## config.mk

```make
export PLATFORM = sky130hd
export DESIGN_NAME = cpm_reg_p2s
export DESIGN_NICKNAME = d
export VERILOG_FILES = /design/src/rtl/cpm_reg_p2s.sv
export SDC_FILE = /design/constraint.sdc
export NUM_CORES = 1
export LEC_CHECK = 0
export BUFFER_PORTS_ARGS = -buffer_cell sky130_fd_sc_hd__buf_2
export CORE_UTILIZATION = 50
export CTS_CLUSTER_DIAMETER = 120
export DETAILED_ROUTE_END_ITERATION = 12
export PLACE_DENSITY = 0.76
export SLEW_MARGIN = 20
export SYNTH_ARGS = -nofsm -noshare
export SYNTH_HDL_FRONTEND = slang
export SYNTH_SLANG_ARGS = --single-unit
export TNS_END_PERCENT = 50
```

## constraint.sdc

```tcl
create_clock -name Clk -period 1.9 [get_ports Clk]
set_input_delay 0.285 -clock Clk [delete_from_list [all_inputs] [get_ports Clk]]
set_output_delay 0.285 -clock Clk [all_outputs]
set_load 0.02 [all_outputs]
```

## src/rtl/cpm_reg_p2s.sv

```systemverilog
// Parallel-to-serial drain for CPM capture registers: takes one DW-bit word on a
// valid/ready input and emits it as DW/SW beats of SW bits, flagging the last beat.
module cpm_reg_p2s #(
  parameter int DW        = 32,
  parameter int SW        = 8,
  parameter int LSB_FIRST = 1
) (
  input  logic          Clk,
  input  logic          Rst,
  input  logic          Clear,
  input  logic          InVld,
  output logic          InRdy,
  input  logic [DW-1:0] DataIn,
  output logic          OutVld,
  input  logic          OutRdy,
  output logic [SW-1:0] DataOut,
  output logic          OutLast,
  output logic          Busy
);

  localparam int NBEAT = DW / SW;
  localparam int CW    = (NBEAT > 1) ? $clog2(NBEAT) : 1;
  localparam logic [CW-1:0] LAST_BEAT = CW'(NBEAT - 1);

  localparam logic [0:0] ST_IDLE  = 1'b0;
  localparam logic [0:0] ST_SHIFT = 1'b1;

  logic [0:0]    state_q, state_d;
  logic [CW-1:0] cnt_q, cnt_d;
  logic [DW-1:0] shreg_q, shreg_d;

  logic busy, beat_last, out_hs, in_rdy, accept;

  always_comb begin
    busy      = (state_q == ST_SHIFT);
    beat_last = (cnt_q == LAST_BEAT);
    out_hs    = busy & OutRdy;
    // The input reopens on the final beat handshake so words stream without a bubble.
    in_rdy    = ~Rst & ~Clear & (~busy | (out_hs & beat_last));
    accept    = InVld & in_rdy;

    state_d = state_q;
    cnt_d   = cnt_q;
    shreg_d = shreg_q;

    if (Clear) begin
      state_d = ST_IDLE;
      cnt_d   = '0;
    end else if (accept) begin
      state_d = ST_SHIFT;
      cnt_d   = '0;
      shreg_d = DataIn;
    end else if (out_hs) begin
      shreg_d = (LSB_FIRST != 0) ? (shreg_q >> SW) : (shreg_q << SW);
      if (beat_last) begin
        state_d = ST_IDLE;
        cnt_d   = '0;
      end else begin
        cnt_d = cnt_q + CW'(1);
      end
    end
  end

  always_ff @(posedge Clk) begin
    if (Rst) begin
      state_q <= ST_IDLE;
      cnt_q   <= '0;
      shreg_q <= '0;
    end else begin
      state_q <= state_d;
      cnt_q   <= cnt_d;
      shreg_q <= shreg_d;
    end
  end

  always_comb begin
    InRdy   = in_rdy;
    Busy    = busy;
    OutVld  = busy;
    OutLast = busy & beat_last;
    DataOut = (LSB_FIRST != 0) ? shreg_q[SW-1:0] : shreg_q[DW-1:DW-SW];
  end

endmodule
```

==> reports/metrics.csv, run 1 <==
stage;metric;value;unit
run_status;status;finished clean;
cts;cts.sinks;35;
worst_setup_path;crit_path_start_kind;register;
floorplanning;die_width;63.4;µm
cells_and_area;final_cell_mix;48 x buf_2, 35 x dfxtp_1, 34 x nand3_1;
route;drc_errors;0;
route;first_iter_violations;118;
cts;h-tree-depth;2;
cts;cts_resized;0;
sta;setup_viol;0;
worst_setup_path;path_buf_inv;0;
cts;cts_tree;done;
cts;root_buffer;clkbuf_8;
route;via_per_inst;5.93;
cts;cts_setup_buffers;0;
cells_and_area;multiInputGateArea;902;µm²
worst_setup_path;crit_path_end_kind;register;
synthesis;yosysTopAreaCellShare;0.372;
floorplanning;core_area;0.00347;mm²
worst_setup_path;crit_slowest_cell;or4b_1;
sta;tightest_slew;0.441;ns
floorplanning;die-area;0.00401;mm²
sta;period_share;0.870;
floorplanning;die_h;63.4;µm
floorplanning;rows;21;
synthesis;ys_seq_area_frac;0.372;
synthesis;synth_edf_count;0;
synthesis;synth-seq-cells;35;
worst_setup_path;path_cells;or4b_1 -> nand2_8 -> a311oi_2;
floorplanning;pin_count;49;
sta;rsz0062_at_grt;false;
cells_and_area;final_net_count;276;
cells_and_area;antenna-diode-count;0;
sta;layout_min_cycle_time;1.65;ns
worst_setup_path;critPathMaxFanout;24;
synthesis;ys.flop_type;dfxtp_1;
sta;finalSetupTns;0;ns
global_route;grt_pass1_vias;1504;
synthesis;syn_area_per_cell;9.09;µm²
synthesis;synthArstFlopShare;0;
worst_setup_path;cp_top_family;simple AND/OR/NAND/NOR gates;
cells_and_area;final_common_cell;buf_2;
synthesis;netlist_instances;207;
global_route;grt-busiest-layer;met2;
sta;slew_violations;0;
global_route;met3_usage;0.0435;
placed_design;gp_congestion;0.827;
synthesis;ys_warn_count;0;
power;switching_power;417;µW
worst_setup_path;worstPathArrival;1.81;ns
global_route;grt_pass1_wl;6950;µm
worst_setup_path;required;2.06;ns
placed_design;numPortBuffers;48;
synthesis;synth_top_cell_by_area;dfxtp_1;
route;ant_nets;0;
power;total_power;1.58;mW
cells_and_area;ff_latch_area;701;µm²
power;ir_drop;476;µV
cts;cts_buffers;5;
cts;holdBufCountCts;0;
sta;slew_headroom;0.704;
power;p_per_area;761;mW/mm²
global_route;grt_max_degree;30;
global_route;track_usage;0.217;
synthesis;synth_cell_types;36;
route;vias;1684;
sta;fin_worst_skew;0.00615;ns
power;p_int;1.17;mW
global_route;gr-total-overflow;0;
route;finalWirelength;4070;µm
synthesis;syn_nets;245;
power;swShare;0.263;
sta;finalHoldViolCount;0;
global_route;grt_antenna_before_repair;0;
synthesis;post_synth_instance_area;0.00188;mm²
cells_and_area;fillCellCount;342;
worst_setup_path;path_class;reg -> reg;
cts;clk_pin_slew;0.07;ns
route;drt-pass1-iter-count;4;
power;clkPwrFrac;0.341;
power;power.share.sequential;0.502;
worst_setup_path;cp_slowest_stage_delay;0.74;ns
worst_hold_path;hold_class;in -> reg;
floorplanning;start_util;0.543;
placed_design;hpwl;2810;µm
route;routedWlPerCell;14.3;µm
power;p_comb_frac;0.157;
global_route;met2_usage;0.331;
synthesis;yosys-top-cells-area;dfxtp_1 37%, a311oi_1 9.8%, nand3_1 9.0%;
cts;clkLatencyLatePin;0.29;ns
job;drv_cap;0;
cells_and_area;drive_above_1_share;0.319;
cts;cts_buffer_depth;2;
global_route;use_met1;0.298;
sta;fmax;605;MHz
cells_and_area;syn_to_final_growth;10.6;%
power;p_leak;0.772;nW
## worst register-to-register path: cells and delay by family, from the launching register on
kind	cells	cell delay, ns
DFF	1	0.41
AOI/OAI and AO/OA	1	0.13
and+or+nand+nor	2	0.98
## synthesized netlist by cell type, types with 4 or more instances
master,count
a21oi_1,6
buf_4,13
a311oi_1,21
nor3_1,26
nand3_1,34
nor2_1,4
dfxtp_1,35
buf_2,6
buf_6,5
o21ai_0,23
## state kept, by name, indices dropped and copies added, names as in the netlist
signal / count
shreg_q: 32
cnt_q: 2
Busy: 1
## stage by stage
step / std cells / hold slack [ns] / worst slack, ns / util / cell area (µm²)
floorplan: 207 / 0.406 / 0.283 / - / 1880
global route: 284 / 0.219 / 0.138 / 0.600 / 2080
detailed placement: 277 / 0.465 / 0.201 / 0.575 / 1990
CTS: 284 / 0.213 / 0.251 / 0.600 / 2080
global placement: 277 / 0.457 / 0.258 / 0.575 / 1990
finish: 284 / 0.212 / 0.247 / 0.600 / 2080
## power by group through the flow
stage	combinational [mW]	clock [mW]	sequential, mW
after global routing	0.276	0.576	0.800
after CTS	0.250	0.543	0.795
final	0.248	0.541	0.796
after floorplan	0.198	0	0.806
after global placement	0.244	0	0.811
after detailed placement	0.249	0	0.811
## layer usage
layer	share of wire	wire, µm
met1	0.48	1940
met4	0.014	59
met2	0.46	1880
met3	0.048	194
met5	0	0
## area by class of cell
class	instances	share of cell area
clock buffer	6	0.0397
clock inverter	1	0.00241
multi-input combinational	139	0.434
sequential	35	0.337
tap	46	0.0277
timing repair buffer	57	0.160
## path summary, 6_finish.rpt
path               startpoint           to  slack (ns)  depth (start not counted)
setup / recovery         Busy   shreg_q[1]        0.25                          3
hold / removal     DataIn[24]  shreg_q[24]        0.21                          2
setup reg to reg         Busy   shreg_q[1]        0.25                          3
hold reg to reg   shreg_q[28]  shreg_q[28]        0.48                          2
## cell families (layout without fill, tap and decap cells)
family          Yosys count  count (layout)  share of synthesized area
compound gates           60              60                      0.229
fa+ha+maj                 1               1                    0.00665
buf+inv                  33              64                      0.148
flops                    35              35                      0.372
mux                       1               1                    0.00532
simple gates             77              77                      0.238
No activity file was read; power rests on OpenSTA's default activity.
==> inputs of run 2 (changes only) <==
- clock period: 1.9 -> 1.62 ns (I/O delays scaled with it)
==> run 2 against run 1 <==
  * Sequential power increased by 17%
  * Design area increased by 2.2%
  * Combinational power rose by 22%
  * Total power up 17%
  * Critical endpoint is now InRdy
  * Highest routed layer unchanged
==> reports/metrics.csv, run 2 (synthesis results as in run 1) <==
stage;metric;value;unit;change
worst_setup_path;required;1.38;ns;-0.68 ns
worst_setup_path;critPathMaxFanout;4;;-83%
cts;cts_resized;0;;unchanged
route;drc_errors;0;;unchanged
placed_design;placed_cell_area;0.00203;mm²;+1.8%
route;drt-pass1-iter-count;4;;unchanged
cts;cts_setup_buffers;0;;unchanged
run_status;status;finished clean;;
worst_hold_path;min_path_cells;2;;unchanged
cells_and_area;largest_reg_flops;32;;unchanged
cells_and_area;ff_latch_area;701;µm²;unchanged
floorplanning;rows;21;;unchanged
cts;h-tree-depth;2;;unchanged
cells_and_area;final_common_cell;buf_2;;
floorplanning;start_util;0.543;;unchanged
sta;finalSetupTns;0;ns;unchanged
cts;root_buffer;clkbuf_8;;
power;p_leak;0.780;nW;+1.1%
global_route;grt_max_degree;26;;-13%
sta;setup_viol;0;;unchanged
cts;holdBufCountCts;0;;unchanged
cells_and_area;syn_to_final_growth;13.0;%;
floorplanning;core_area;0.00347;mm²;unchanged
floorplanning;die_width;63.4;µm;unchanged
placed_design;gp_congestion;0.816;;-1.4%
cts;cts_buffers;5;;unchanged
cells_and_area;final_net_count;279;;+1.1%
global_route;grt_pass1_vias;1516;;+0.80%
cells_and_area;multiInputGateArea;916;µm²;+1.5%
worst_setup_path;path_class;reg -> out;;
global_route;gr-total-overflow;0;;unchanged
global_route;grt_pass1_wl;6750;µm;-2.9%
worst_hold_path;hold_class;in -> reg;;
sta;layout_min_cycle_time;1.51;ns;
worst_hold_path;worstHoldStart;DataIn[29];;
route;ant_nets;0;;unchanged
cts;cts.sinks;35;;unchanged
route;routedWlPerCell;14.3;µm;-0.13%
sta;rsz0062_at_grt;false;;
cts;clkLatencyLatePin;0.29;ns;about the same
power;ir_drop;443;µV;-7.1%
placed_design;hpwl;2800;µm;-0.38%
worst_setup_path;crit_path_end_kind;primary output;;
route;vias;1691;;+0.42%
sta;slew_headroom;0.697;;-0.00694
sta;fin_worst_skew;0.00253;ns;-0.00362 ns
global_route;grt_antenna_before_repair;0;;unchanged
cts;cts_buffer_depth;2;;unchanged
sta;finalHoldViolCount;0;;unchanged
job;drv_cap;0;;unchanged
sta;slew_violations;0;;unchanged
power;p_per_area;869;mW/mm²;+14%
worst_setup_path;regToRegEndpoint;shreg_q[11];;
worst_setup_path;worstPathArrival;1.27;ns;-0.54 ns
cts;cts_tree;done;;
worst_hold_path;holdPathEnd;shreg_q[29];;
cells_and_area;antenna-diode-count;0;;unchanged
floorplanning;die-area;0.00401;mm²;unchanged
sta;tightest_slew;0.451;ns;+0.0103 ns
cts;clk_pin_slew;0.07;ns;about the same
cells_and_area;final_cell_mix;48 x buf_2, 35 x dfxtp_1, 34 x nand3_1;;
worst_setup_path;r2r-start;cnt_q[0];;
cells_and_area;final_area;0.00213;mm²;+2.2%
cells_and_area;drive_above_1_share;0.335;;+0.0154
floorplanning;pin_count;49;;unchanged
floorplanning;die_h;63.4;µm;unchanged
cells_and_area;fillCellCount;332;;-2.9%
worst_setup_path;rrSetupSlack;0.15;ns;-0.10 ns
route;first_iter_violations;127;;+7.6%
placed_design;numPortBuffers;48;;unchanged
worst_setup_path;reg2reg_depth;5;;+2
cells_and_area;top_register;shreg_q;;
global_route;track_usage;0.213;;-0.00430
worst_setup_path;crit_path_start_kind;register;;
sta;period_share;0.931;;
route;via_per_inst;5.87;;-0.98%
route;finalWirelength;4120;µm;+1.3%
sta;fmax;663;MHz;
==> run 2: per-layer routing <==
layer,vias up,track usage,part of all wire
met5,-,0,0
met4,0,0.105,0.014
met3,7,0.0507,0.063
met2,57,0.322,0.47
met1,782,0.280,0.45
li1,845,-,-
==> run 2: area by class of cell <==
type	count	share of cell area
Multi-Input combinational cell	139	0.431
Clock buffer	6	0.0341
Clock inverter	2	0.00588
Tap cell	46	0.0271
Timing Repair Buffer	60	0.173
Sequential cell	35	0.329
==> run 2: how the worst max path moves through the flow <==
stage / start / to / slack, ns
finish: cnt_q[0] / InRdy / 0.11
global route: cnt_q[0] / InRdy / 0.03
CTS: cnt_q[0] / InRdy / 0.05
detailed placement: Clear / shreg_q[11] / 0.04
global placement: Clear / shreg_q[1] / 0.07
floorplan: Busy / shreg_q[22] / 0.003
==> run 2: worst max-delay path, cell delays in order, from the launching register on <==
cell	delay (ns)
dfxtp_1	0.33
ha_2	0.23
a21boi_4	0.21
nor2_1	0.05
buf_2	0.15
==> run 2: where the power goes <==
part | internal (mW) | switching [mW] | total, mW
clock network | 0.300 | 0.315 | 0.615
logic | 0.136 | 0.166 | 0.303
registers | 0.907 | 0.0234 | 0.931
total | 1.34 | 0.505 | 1.85
==> run 2: stage by stage <==
step | setup slack [ns] | std cells | util | hold WS, ns | power [mW]
2_1_floorplan | 0.00272 | 207 | - | 0.364 | 1.18
3_3_place_gp | 0.0661 | 280 | 0.585 | 0.454 | 1.24
3_5_place_dp | 0.0405 | 280 | 0.585 | 0.465 | 1.25
4_1_cts | 0.0456 | 288 | 0.609 | 0.165 | 1.85
5_1_grt | 0.0315 | 288 | 0.613 | 0.173 | 1.94
6_report | 0.111 | 288 | 0.613 | 0.167 | 1.85
==> inputs of run 3 (changes only) <==
- CORE_ASPECT_RATIO: not set -> 1.75
- clock period: 1.62 -> 1.91 ns (I/O delays scaled with it)
==> run 3 against run 2 <==
  * Cell count fell by 2.1%
  * Register-to-register slack improved by 0.07 ns
  * Clock-buffer cell count did not move
  * Non-clock buffer count fell by 6
  * Hold slack improved by 0.044 ns
  * Utilization fell by 3.5 points
  * Flip-flop and latch count did not move
  * Largest power group unchanged
==> reports/metrics.csv, run 3 (synthesis results as in run 1) <==
stage;metric;value;unit;change
power;ir_drop;538;µV;+22%
worst_setup_path;rrSetupSlack;0.22;ns;+0.07 ns
cts;clkLatencyLatePin;0.29;ns;about the same
floorplanning;start_util;0.524;;-0.0187
cells_and_area;final_net_count;273;;-2.2%
worst_setup_path;crit_path_end_kind;primary output;;
worst_hold_path;hold_class;in -> reg;;
cts;clk_pin_slew;0.07;ns;about the same
worst_setup_path;regToRegEndpoint;shreg_q[18];;
cts;holdBufCountCts;0;;unchanged
global_route;grt_max_degree;31;;+19%
floorplanning;core_area;0.00359;mm²;+3.6%
worst_setup_path;cp_top_family;flip-flops;;
worst_setup_path;critPathMaxFanout;12;;+8
global_route;gr-total-overflow;0;;unchanged
power;p_per_area;828;mW/mm²;-4.7%
cells_and_area;top_register;shreg_q;;
sta;finalHoldViolCount;0;;unchanged
global_route;track_usage;0.224;;+0.0115
sta;tightest_slew;0.681;ns;+0.229 ns
cells_and_area;syn_to_final_growth;10.3;%;
run_status;status;finished clean;;
floorplanning;die_width;48.4;µm;-24%
placed_design;place_ws;0.221;ns;+0.180 ns
route;finalWirelength;4110;µm;-0.19%
worst_setup_path;cp_slowest_stage_delay;0.54;ns;+0.21 ns
worst_setup_path;path_buf_inv;2;;+1
cells_and_area;antenna-diode-count;0;;unchanged
worst_hold_path;worstHoldStart;DataIn[29];;
worst_hold_path;min_path_cells;2;;unchanged
worst_setup_path;path_cells;a21boi_2 -> buf_4 -> nor2_1 -> buf_2;;
cts;root_buffer;clkbuf_8;;
floorplanning;die_h;83.2;µm;+31%
route;ant_nets;0;;unchanged
sta;period_share;0.903;;
sta;layout_min_cycle_time;1.72;ns;
global_route;grt_pass1_wl;7070;µm;+4.8%
worst_setup_path;crit_slowest_cell;dfxtp_1;;
worst_setup_path;required;1.62;ns;+0.24 ns
cts;cts.sinks;35;;unchanged
cts;cts_buffers;5;;unchanged
cts;cts_buffer_depth;2;;unchanged
cts;cts_resized;0;;unchanged
route;drt-pass1-iter-count;4;;unchanged
placed_design;hpwl;2680;µm;-4.5%
cts;cts_setup_buffers;0;;unchanged
worst_setup_path;cp.depth;4;;unchanged
sta;slew_headroom;0.546;;-0.151
cells_and_area;drive_above_1_share;0.314;;-0.0212
cells_and_area;final_cell_mix;48 x buf_2, 35 x dfxtp_1, 34 x nand3_1;;
route;drc_errors;0;;unchanged
floorplanning;die-area;0.00402;mm²;+0.23%
sta;fmax;580;MHz;
sta;fin_worst_skew;0.00588;ns;+0.00335 ns
route;routedWlPerCell;14.6;µm;+1.9%
cts;cts_tree;done;;
sta;rsz0062_at_grt;false;;
route;first_iter_violations;77;;-39%
floorplanning;pin_count;49;;unchanged
route;vias;1701;;+0.59%
sta;finalSetupTns;0;ns;unchanged
cells_and_area;largest_reg_flops;32;;unchanged
sta;setup_viol;0;;unchanged
sta;fin_ws;0.185;ns;+0.0739 ns
worst_setup_path;worstPathArrival;1.44;ns;+0.17 ns
power;p_leak;0.768;nW;-1.5%
global_route;grt_antenna_before_repair;0;;unchanged
cells_and_area;fillCellCount;363;;+9.3%
floorplanning;rows;29;;+38%
worst_setup_path;path_class;reg -> out;;
job;drv_cap;0;;unchanged
placed_design;gp_congestion;0.779;;-4.6%
cells_and_area;final_common_cell;buf_2;;
worst_setup_path;reg2reg_depth;3;;-2
sta;slew_violations;0;;unchanged
route;via_per_inst;6.03;;+2.7%
worst_hold_path;holdPathEnd;shreg_q[29];;
cts;h-tree-depth;2;;unchanged
worst_setup_path;crit_path_start_kind;register;;
global_route;grt_pass1_vias;1599;;+5.5%
placed_design;numPortBuffers;48;;unchanged
worst_setup_path;r2r-start;Busy;;
run 3: cell types whose count changed in the layout (fill, tap and decap cells not counted), sizes merged:
cell | before | now
buf | 60 | 54
bufinv | 0 | 1
clkinvlp | 1 | 0
run 3: worst max-delay path by stage:
stage	slack, ns	start	endpoint
2_1_floorplan	0.29	Busy	shreg_q[22]
3_3_place_gp	0.25	Clear	shreg_q[22]
3_5_place_dp	0.22	Busy	shreg_q[11]
4_1_cts	0.17	Busy	InRdy
5_1_grt	0.09	Busy	InRdy
6_report	0.19	Busy	InRdy
run 3: report_power, final:
part           internal (mW)  switching [mW]
logic                  0.104           0.137
registers              0.770          0.0206
clock network          0.422           0.265
run 3: stage by stage:
stage               instance area [µm²]  std cells  hold WS [ns]  total power [mW]  utilization
floorplan                          1880        207         0.407             0.999            -
global placement                   1960        274         0.454              1.04        0.545
detailed placement                 1960        274         0.453              1.05        0.545
CTS                                2080        282         0.203              1.74        0.578
global route                       2080        282         0.216              1.79        0.578
finish                             2080        282         0.211              1.72        0.578
run 3: final cells by class:
cell class	count	area [µm²]	area share
clock buffer	6	82.6	0.0398
tap	46	57.6	0.0277
sequential	35	701	0.338
clock inverter	2	35.0	0.0169
timing repair buffer	54	298	0.143
multi-input combinational	139	902	0.435
run 3: metal layers:
| metal | vias to the layer above | track usage | wire length [µm] |
|---|---|---|---|
| met5 | - | 0 | 0 |
| met4 | 0 | 0.128 | 79 |
| met3 | 7 | 0.0440 | 197 |
| met2 | 49 | 0.387 | 2120 |
| met1 | 812 | 0.252 | 1720 |
| li1 | 833 | - | - |
